`src/rtl/spider_pkg.sv`:
```
// Shared types and constants for the falling-block lane engine.
package spider_pkg;

    typedef enum logic [1:0] {
        ST_IDLE = 2'd0,
        ST_RUN  = 2'd1,
        ST_OVER = 2'd2
    } run_state_t;

    // Galois LFSR x^16+x^14+x^13+x^11+1, shifting right
    localparam logic [15:0] LFSR_SEED = 16'hACE1;
    localparam logic [15:0] LFSR_TAPS = 16'hB400;

    localparam int HIT_Y_DEF      = 415;
    localparam int LOSE_Y_DEF     = 515;
    localparam int SPAWN_MIN_DEF  = -300;
    localparam int SPAWN_SPAN_DEF = 235;

    function automatic logic [15:0] lfsr_next(input logic [15:0] s);
        return {1'b0, s[15:1]} ^ (s[0] ? LFSR_TAPS : 16'h0000);
    endfunction

endpackage

```
`src/rtl/spider_lane.sv`:
```
// One lane: falling y register, button edge detect, hit flash timer and
// spawn position derived from the shared LFSR byte.
module spider_lane
    import spider_pkg::*;
#(
    parameter int IDX        = 0,
    parameter int Y_W        = 13,
    parameter int HIT_Y      = HIT_Y_DEF,
    parameter int LOSE_Y     = LOSE_Y_DEF,
    parameter int SPAWN_MIN  = SPAWN_MIN_DEF,
    parameter int SPAWN_SPAN = SPAWN_SPAN_DEF,
    parameter int FLASH_CYC  = 12000000
) (
    input  logic                  clk_vga,
    input  logic                  game_rst_n,
    input  logic                  btn,
    input  logic [7:0]            lfsr_lo,
    input  logic                  tick,
    input  logic                  run,
    input  logic                  freeze,
    input  logic                  load,
    input  logic                  clear,
    output logic signed [Y_W-1:0] ytop,
    output logic                  flash,
    output logic                  hit,
    output logic                  miss,
    output logic                  lost
);

    localparam int FT_W = $clog2(FLASH_CYC + 1);
    localparam logic signed [Y_W-1:0] HIT_V   = Y_W'(HIT_Y);
    localparam logic signed [Y_W-1:0] LOSE_V  = Y_W'(LOSE_Y);
    localparam logic signed [Y_W-1:0] SPAWN_V = Y_W'(SPAWN_MIN);

    logic                  btn_q;
    logic                  press;
    logic                  at_hit;
    logic                  move;
    logic [9:0]            sum;
    logic [8:0]            offset;
    logic signed [Y_W-1:0] spawn;
    logic [FT_W-1:0]       timer;

    // lanes are staggered by a fixed 37 px per index on top of the LFSR byte
    assign sum    = {2'b00, lfsr_lo} + 10'(37 * IDX);
    assign offset = 9'(sum % 10'(SPAWN_SPAN));
    assign spawn  = SPAWN_V + $signed(Y_W'(offset));

    assign press  = btn & ~btn_q;
    assign at_hit = (ytop >= HIT_V);
    assign hit    = press & at_hit;
    assign miss   = press & ~at_hit;
    assign lost   = (ytop >= LOSE_V);
    assign move   = run & ~freeze;

    // button history for rising-edge detection, tracked in every state
    always_ff @(posedge clk_vga) begin
        if (!game_rst_n) btn_q <= 1'b0;
        else             btn_q <= btn;
    end

    // lane position: load on start, respawn on hit, fall one px per tick
    always_ff @(posedge clk_vga) begin
        if (!game_rst_n) begin
            ytop <= SPAWN_V;
        end else if (load) begin
            ytop <= spawn;
        end else if (move) begin
            if (hit)       ytop <= spawn;
            else if (tick) ytop <= ytop + 1'b1;
        end
    end

    // hit flash: down-counter reloaded on every hit, flash drops at zero
    always_ff @(posedge clk_vga) begin
        if (!game_rst_n) begin
            flash <= 1'b0;
            timer <= '0;
        end else if (clear) begin
            flash <= 1'b0;
            timer <= '0;
        end else if (move && hit) begin
            flash <= 1'b1;
            timer <= FT_W'(FLASH_CYC - 1);
        end else if (timer != '0) begin
            timer <= timer - 1'b1;
        end else begin
            flash <= 1'b0;
        end
    end

endmodule

```
`src/rtl/spider_lane_engine.sv`:
```
// Game engine top: run-state FSM, fall-step timer, LFSR, scoring and best score.
//
//  state   | meaning
//  IDLE    | after reset, lanes parked at SPAWN_MIN, waiting for start
//  RUN     | lanes falling, presses judged, score counting
//  OVER    | a lane was missed or lost, everything frozen until start
module spider_lane_engine
    import spider_pkg::*;
#(
    parameter int LANES      = 3,
    parameter int Y_W        = 13,
    parameter int HIT_Y      = HIT_Y_DEF,
    parameter int LOSE_Y     = LOSE_Y_DEF,
    parameter int SPAWN_MIN  = SPAWN_MIN_DEF,
    parameter int SPAWN_SPAN = SPAWN_SPAN_DEF,
    parameter int STEP_BASE  = 103600,
    parameter int FLASH_CYC  = 12000000,
    parameter int SCORE_W    = 14
) (
    input  logic                   clk_vga,
    input  logic                   game_rst_n,
    input  logic [LANES-1:0]       btn,
    input  logic [3:0]             level,
    input  logic                   start,
    output logic [LANES*Y_W-1:0]   ytop,
    output logic [LANES-1:0]       flash,
    output logic [SCORE_W-1:0]     score,
    output logic [SCORE_W-1:0]     best,
    output logic [1:0]             run_state,
    output logic                   over_voi,
    output logic [LANES-1:0]       hit_voi
);

    localparam int CNT_W = $clog2(15 * STEP_BASE);

    run_state_t       state_q, state_d;
    logic [15:0]      lfsr;
    logic [CNT_W-1:0] cnt;
    logic [CNT_W-1:0] period_m1;
    logic [3:0]       level_eff;
    logic             run, tick, load, any_fail, clear;
    logic [LANES-1:0] hit_raw, miss_raw, lost_raw, hit_ok;
    logic [3:0]       hit_cnt;
    logic [SCORE_W:0] score_sum;

    assign run       = (state_q == ST_RUN);
    assign level_eff = (level == 4'd0) ? 4'd1 : level;
    assign period_m1 = CNT_W'(int'(level_eff) * STEP_BASE - 1);
    assign tick      = run && (cnt == period_m1);
    assign load      = start && (state_q != ST_RUN);
    assign any_fail  = run && (|(miss_raw | lost_raw));
    assign clear     = any_fail || (state_q == ST_OVER);
    assign hit_ok    = hit_raw & {LANES{run && !any_fail}};
    assign run_state = state_q;

    for (genvar i = 0; i < LANES; i++) begin : g_lane
        spider_lane #(
            .IDX(i), .Y_W(Y_W), .HIT_Y(HIT_Y), .LOSE_Y(LOSE_Y),
            .SPAWN_MIN(SPAWN_MIN), .SPAWN_SPAN(SPAWN_SPAN), .FLASH_CYC(FLASH_CYC)
        ) u_lane (
            .clk_vga(clk_vga), .game_rst_n(game_rst_n), .btn(btn[i]),
            .lfsr_lo(lfsr[7:0]), .tick(tick), .run(run), .freeze(any_fail),
            .load(load), .clear(clear), .ytop(ytop[i*Y_W +: Y_W]),
            .flash(flash[i]), .hit(hit_raw[i]), .miss(miss_raw[i]), .lost(lost_raw[i])
        );
    end

    // state register
    always_ff @(posedge clk_vga) begin
        if (!game_rst_n) state_q <= ST_IDLE;
        else             state_q <= state_d;
    end

    // next-state: start leaves IDLE/OVER, any miss or lost ends the run
    always_comb begin
        state_d = state_q;
        case (state_q)
            ST_IDLE: if (start)    state_d = ST_RUN;
            ST_RUN:  if (any_fail) state_d = ST_OVER;
            ST_OVER: if (start)    state_d = ST_RUN;
            default:               state_d = ST_IDLE;
        endcase
    end

    // spawn randomiser, free-running in every state
    always_ff @(posedge clk_vga) begin
        if (!game_rst_n) lfsr <= LFSR_SEED;
        else             lfsr <= lfsr_next(lfsr);
    end

    // fall-step timer, only counts while running
    always_ff @(posedge clk_vga) begin
        if (!game_rst_n || !run) cnt <= '0;
        else if (tick)           cnt <= '0;
        else                     cnt <= cnt + 1'b1;
    end

    // number of lanes hit this cycle
    always_comb begin
        hit_cnt = '0;
        for (int i = 0; i < LANES; i++) hit_cnt = hit_cnt + 4'(hit_ok[i]);
    end

    assign score_sum = {1'b0, score} + (SCORE_W+1)'(hit_cnt);

    // saturating score, cleared on every new game
    always_ff @(posedge clk_vga) begin
        if (!game_rst_n)     score <= '0;
        else if (load)       score <= '0;
        else if (score_sum[SCORE_W]) score <= '1;
        else                 score <= score_sum[SCORE_W-1:0];
    end

    // best score captured while sitting in OVER
    always_ff @(posedge clk_vga) begin
        if (!game_rst_n)                          best <= '0;
        else if (state_q == ST_OVER && score > best) best <= score;
    end

    // registered strobes for the sound block
    always_ff @(posedge clk_vga) begin
        if (!game_rst_n) begin
            over_voi <= 1'b0;
            hit_voi  <= '0;
        end else begin
            over_voi <= any_fail;
            hit_voi  <= hit_ok;
        end
    end

endmodule

```
`config.mk`:
```
export PLATFORM = sky130hd
export DESIGN_NAME = spider_lane_engine
export DESIGN_NICKNAME = d
export VERILOG_FILES = /design/src/rtl/spider_pkg.sv /design/src/rtl/spider_lane.sv /design/src/rtl/spider_lane_engine.sv
export SDC_FILE = /design/constraint.sdc
export NUM_CORES = 1
export LEC_CHECK = 0
export CAP_MARGIN = 20
export CORE_MARGIN = 5
export CORE_UTILIZATION = 25
export CTS_CLUSTER_SIZE = 28
export DETAILED_ROUTE_END_ITERATION = 12
export GPL_TIMING_DRIVEN = 0
export SLEW_MARGIN = 20
export SYNTH_ARGS = -nofsm -noshare
export SYNTH_HDL_FRONTEND = slang
export SYNTH_HIERARCHICAL = 1
export SYNTH_SLANG_ARGS = --single-unit
```
`constraint.sdc`:
```
create_clock -name clk_vga -period 9.1 [get_ports clk_vga]
set_clock_uncertainty 0.15 [all_clocks]
set_input_delay 1.82 -clock clk_vga [delete_from_list [all_inputs] [get_ports clk_vga]]
set_output_delay 1.82 -clock clk_vga [all_outputs]
set_load 0.005 [all_outputs]
```
==> key figures <==
Die
  • Rows: 83
  • Die W: 237 um
  • Die height: 237 um
  • Starting Density: around a quarter
  • Core box area: just over 0.05 sq mm
  • Number of I/O pins: 86
  • Die Area: 0.0560 sq mm

Placement
  • Port bufs: 85
  • DP Area: 0.0146 sq mm
  • Dpl ws: 0.345 ns
  • Detailed Place HPWL: 26.4 mm
  • GP Congestion: 0.859
  • Placed Cells: approximately 2400

Power and ir drop
  • Leakage: around 0.0055 uW
  • Power Dens Cells: 227 mW/mm^2
  • Maximum VDD drop: approximately 0.00013 V
  • Total power: 3440 uW

Worst setup path
  • Critical Path AT: ~8.5 ns
  • Setup crit end kind: flop
  • Kind of critical path: in -> reg
  • CP max FO: 7
  • Worst Path Required: 9.28 ns
  • Critical path startpoint category: primary input

Timing
  • Slew margin rel.: 29.6%
  • Final worst slack: 0.803 ns
  • Final-report setup violation count: 0
  • Setup TNS: 0 ns
  • Worst-margin pin slew: 1.05 ns
  • Tcrit/Tclk final: 91.2%
  • RSZ-0062 raised after global routing: no
  • Final hold viol count: 0
  • Fmax achieved: 121 MHz
  • Max-slew violations: 0
  • Tmin final: 8.30 ns

CTS
  • CTS Buf Count: 17
  • Clk buf depth: 2
  • H-tree lvl count: 4
  • Postcts setup bufs: 0
  • CTS root buf: clkbuf_16
  • Hold buffers post-CTS: 0
  • Post-CTS sizing: 0
  • Clock Latency Late Sink: roughly 0.45 ns
  • Clock sinks: 188
  • CTS clk-pin slew, worst paths: 0.07 ns
  • CTS tree: yes

Synth
  • Synth area leader: dfxtp_1
  • Yosys top cell area share: between 20 and 30%
  • Synth area leaders: dfxtp_1 29%, xnor2_1 5.9%, ha_1 5.1%
  • Mapped Cells: roughly 1600
  • Mapped Area: between 0.01 and 0.015 sq mm
  • Synth async-reset ratio: 0%
  • Yosys warns: 6
  • Nets in the synthesized netlist: 1652
  • Post-synthesis register bit count: roughly 190
  • Synth Flop Type: dfxtp_1
  • Number of synthesized flops with an enable pin: 0
  • Syn avg cell area: 8.09 sq um
  • Unique masters post-synth: 103
  • Register area share after synthesis: 29.3%

Global routing
  • Grt ovf: 0
  • Vias in the first global route: 11057
  • GRT Util Overall: 12.1%
  • Antenna violations before repair: 1
  • First-pass GRT wire length: 57.4 mm
  • Largest net degree at the start of global routing: 24

Route
  • Total wire length: ~35 mm
  • DR pass1 iterations: 5
  • DRT iter0 DRCs: between 900 and 1000
  • Antenna violation net count after detailed routing: 0
  • Vias/cell: around 5
  • Drt drc: 0
  • Wire length per cell: 14.7 um
  • Routed via count: 11986

Finish
  • Layout Nets: 1757
  • Diode count: 0
  • Layout cells sized above 1: approximately 7.6%
  • Multi-input gate area: 0.00844 sq mm
  • Area grow syn2layout: 17.8%
  • Storage element area: roughly 0.0038 sq mm
  • Design area: 0.0151 sq mm
  • Fillers: around 5400
  • Non-filler cells, final: ~2400

Outcome
  • Status: complete, no violations

Hold path
  • Hold Crit Class: reg -> reg

Flow run
  • Max Cap Viol: 0
state kept, by name (all words and copies together), names as in the netlist:
register and flops:
run_state 2, hit_voi 3, g_lane.u_lane/flash 3, best 14, lfsr 16, g_lane.u_lane/timer 72
cnt 21, g_lane.u_lane/ytop 39, score 14, g_lane.u_lane/btn_q 3, over_voi 1
metrics by stage:
| stage | util, % | hold slack [ns] |
|---|---|---|
| after floorplan | - | 0.236 |
| after global placement | 28.5 | 0.241 |
| after detailed placement | 28.5 | 0.246 |
| after CTS | 29.6 | 0.262 |
| after global routing | 29.6 | 0.276 |
| final | 29.6 | 0.258 |
path summary, 6_finish.rpt:
check | from | endpoint | slack, ns | cells after the start
setup / recovery | level[2] | g_lane[2].u_lane/ytop[7] | 0.80 | 23
hold / removal | lfsr[8] | lfsr[7] | 0.26 | 1
setup reg to reg | g_lane[1].u_lane/ytop[2] | score[3] | 3.67 | 18
hold reg to reg | lfsr[8] | lfsr[7] | 0.26 | 1
routing by layer:
layer | global-route usage [%] | wire length (um) | vias to the layer above
li1 | - | - | 5959
met1 | 17.1 | 16700 | 5652
met2 | 18.6 | 15400 | 348
met3 | 3.03 | 2360 | 27
met4 | 2.80 | 439 | 0
met5 | 0 | 0 | -
layout by cell type (no fill, tap or decap), types with 52 or more instances in the layout:
| master | count |
|---|---|
| a21oi_1 | 123 |
| clkdlybuf4s50_1 | 85 |
| dfxtp_1 | 188 |
| ha_1 | 52 |
| inv_1 | 66 |
| nand2_1 | 122 |
| nand3_1 | 62 |
| nor2_1 | 155 |
| nor3_1 | 54 |
| o21ai_0 | 55 |
| xnor2_1 | 87 |
| xor2_1 | 59 |
cell families (layout without fill, tap and decap cells):
family / Yosys count / in the layout / share of synthesized area (%)
xor gates and xnor gates: 147 / 147 / 10.1
muxes: 34 / 34 / 2.71
DFF: 188 / 188 / 29.3
AOI/OAI and AO/OA: 375 / 375 / 20.1
adders and majority gates: 55 / 55 / 5.54
and+or+nand+nor: 648 / 648 / 27.2
buffers and inverters: 140 / 257 / 5.00
critical path, stage by stage:
cell             delay, ns
clkdlybuf4s50_1       0.59
inv_1                 0.12
ha_1                  0.22
nand2b_1              0.17
nor2_1                0.08
nor2_1                0.18
ha_1                  0.30
ha_1                  0.31
ha_1                  0.38
nand3_1               0.13
o211a_1               0.27
xnor2_1               0.25
nor4_2                0.77
mux2i_1               0.29
xnor2_1               0.15
o2111ai_1             0.15
nor4_2                0.49
buf_2                 0.31
nand2_1               0.11
nor4_1                0.81
a21oi_1               0.16
o32ai_1               0.31
nor3_1                0.08
layout make-up:
type                       count  area share (%)
clock inverter                10           0.604
tap                          680            5.63
timing repair buffer          86            5.66
buffer                        74            2.61
clock buffer                  21            3.18
inverter                      66            1.64
sequential                   188            24.9
multi-input combinational   1259            55.8
synthesized netlist by cell type, types with 6 or more instances:
cell      count
or2_2         9
or3_1        18
o21a_1       12
nor3_1       54
o21ai_0      55
nor2b_1      10
buf_2        12
xnor2_1      87
nand4_1      35
and3_1       19
nor2_1      155
a21oi_1     123
clkbuf_1     45
dfxtp_1     188
o2111a_1      6
a211oi_1     16
nand3_1      62
ha_1         52
xor2_1       59
nor4_1       34
inv_1        66
and3b_1       6
and2_1       26
o311ai_0      6
o22ai_1       7
or4_4         8
nor3b_1      11
or4_1        11
o31ai_1      10
buf_6        10
a21o_1       18
o211ai_1     11
nand2b_1     35
nand2_1     122
a31oi_1      13
mux2i_1      31
power by group:
| group | leakage (uW) | internal (uW) | switching [uW] |
|---|---|---|---|
| logic | 0.00365 | 718 | 870 |
| registers | 0.00153 | 963 | 151 |
| clock network | 0.000281 | 404 | 330 |
(Power assumes the default switching activity.)
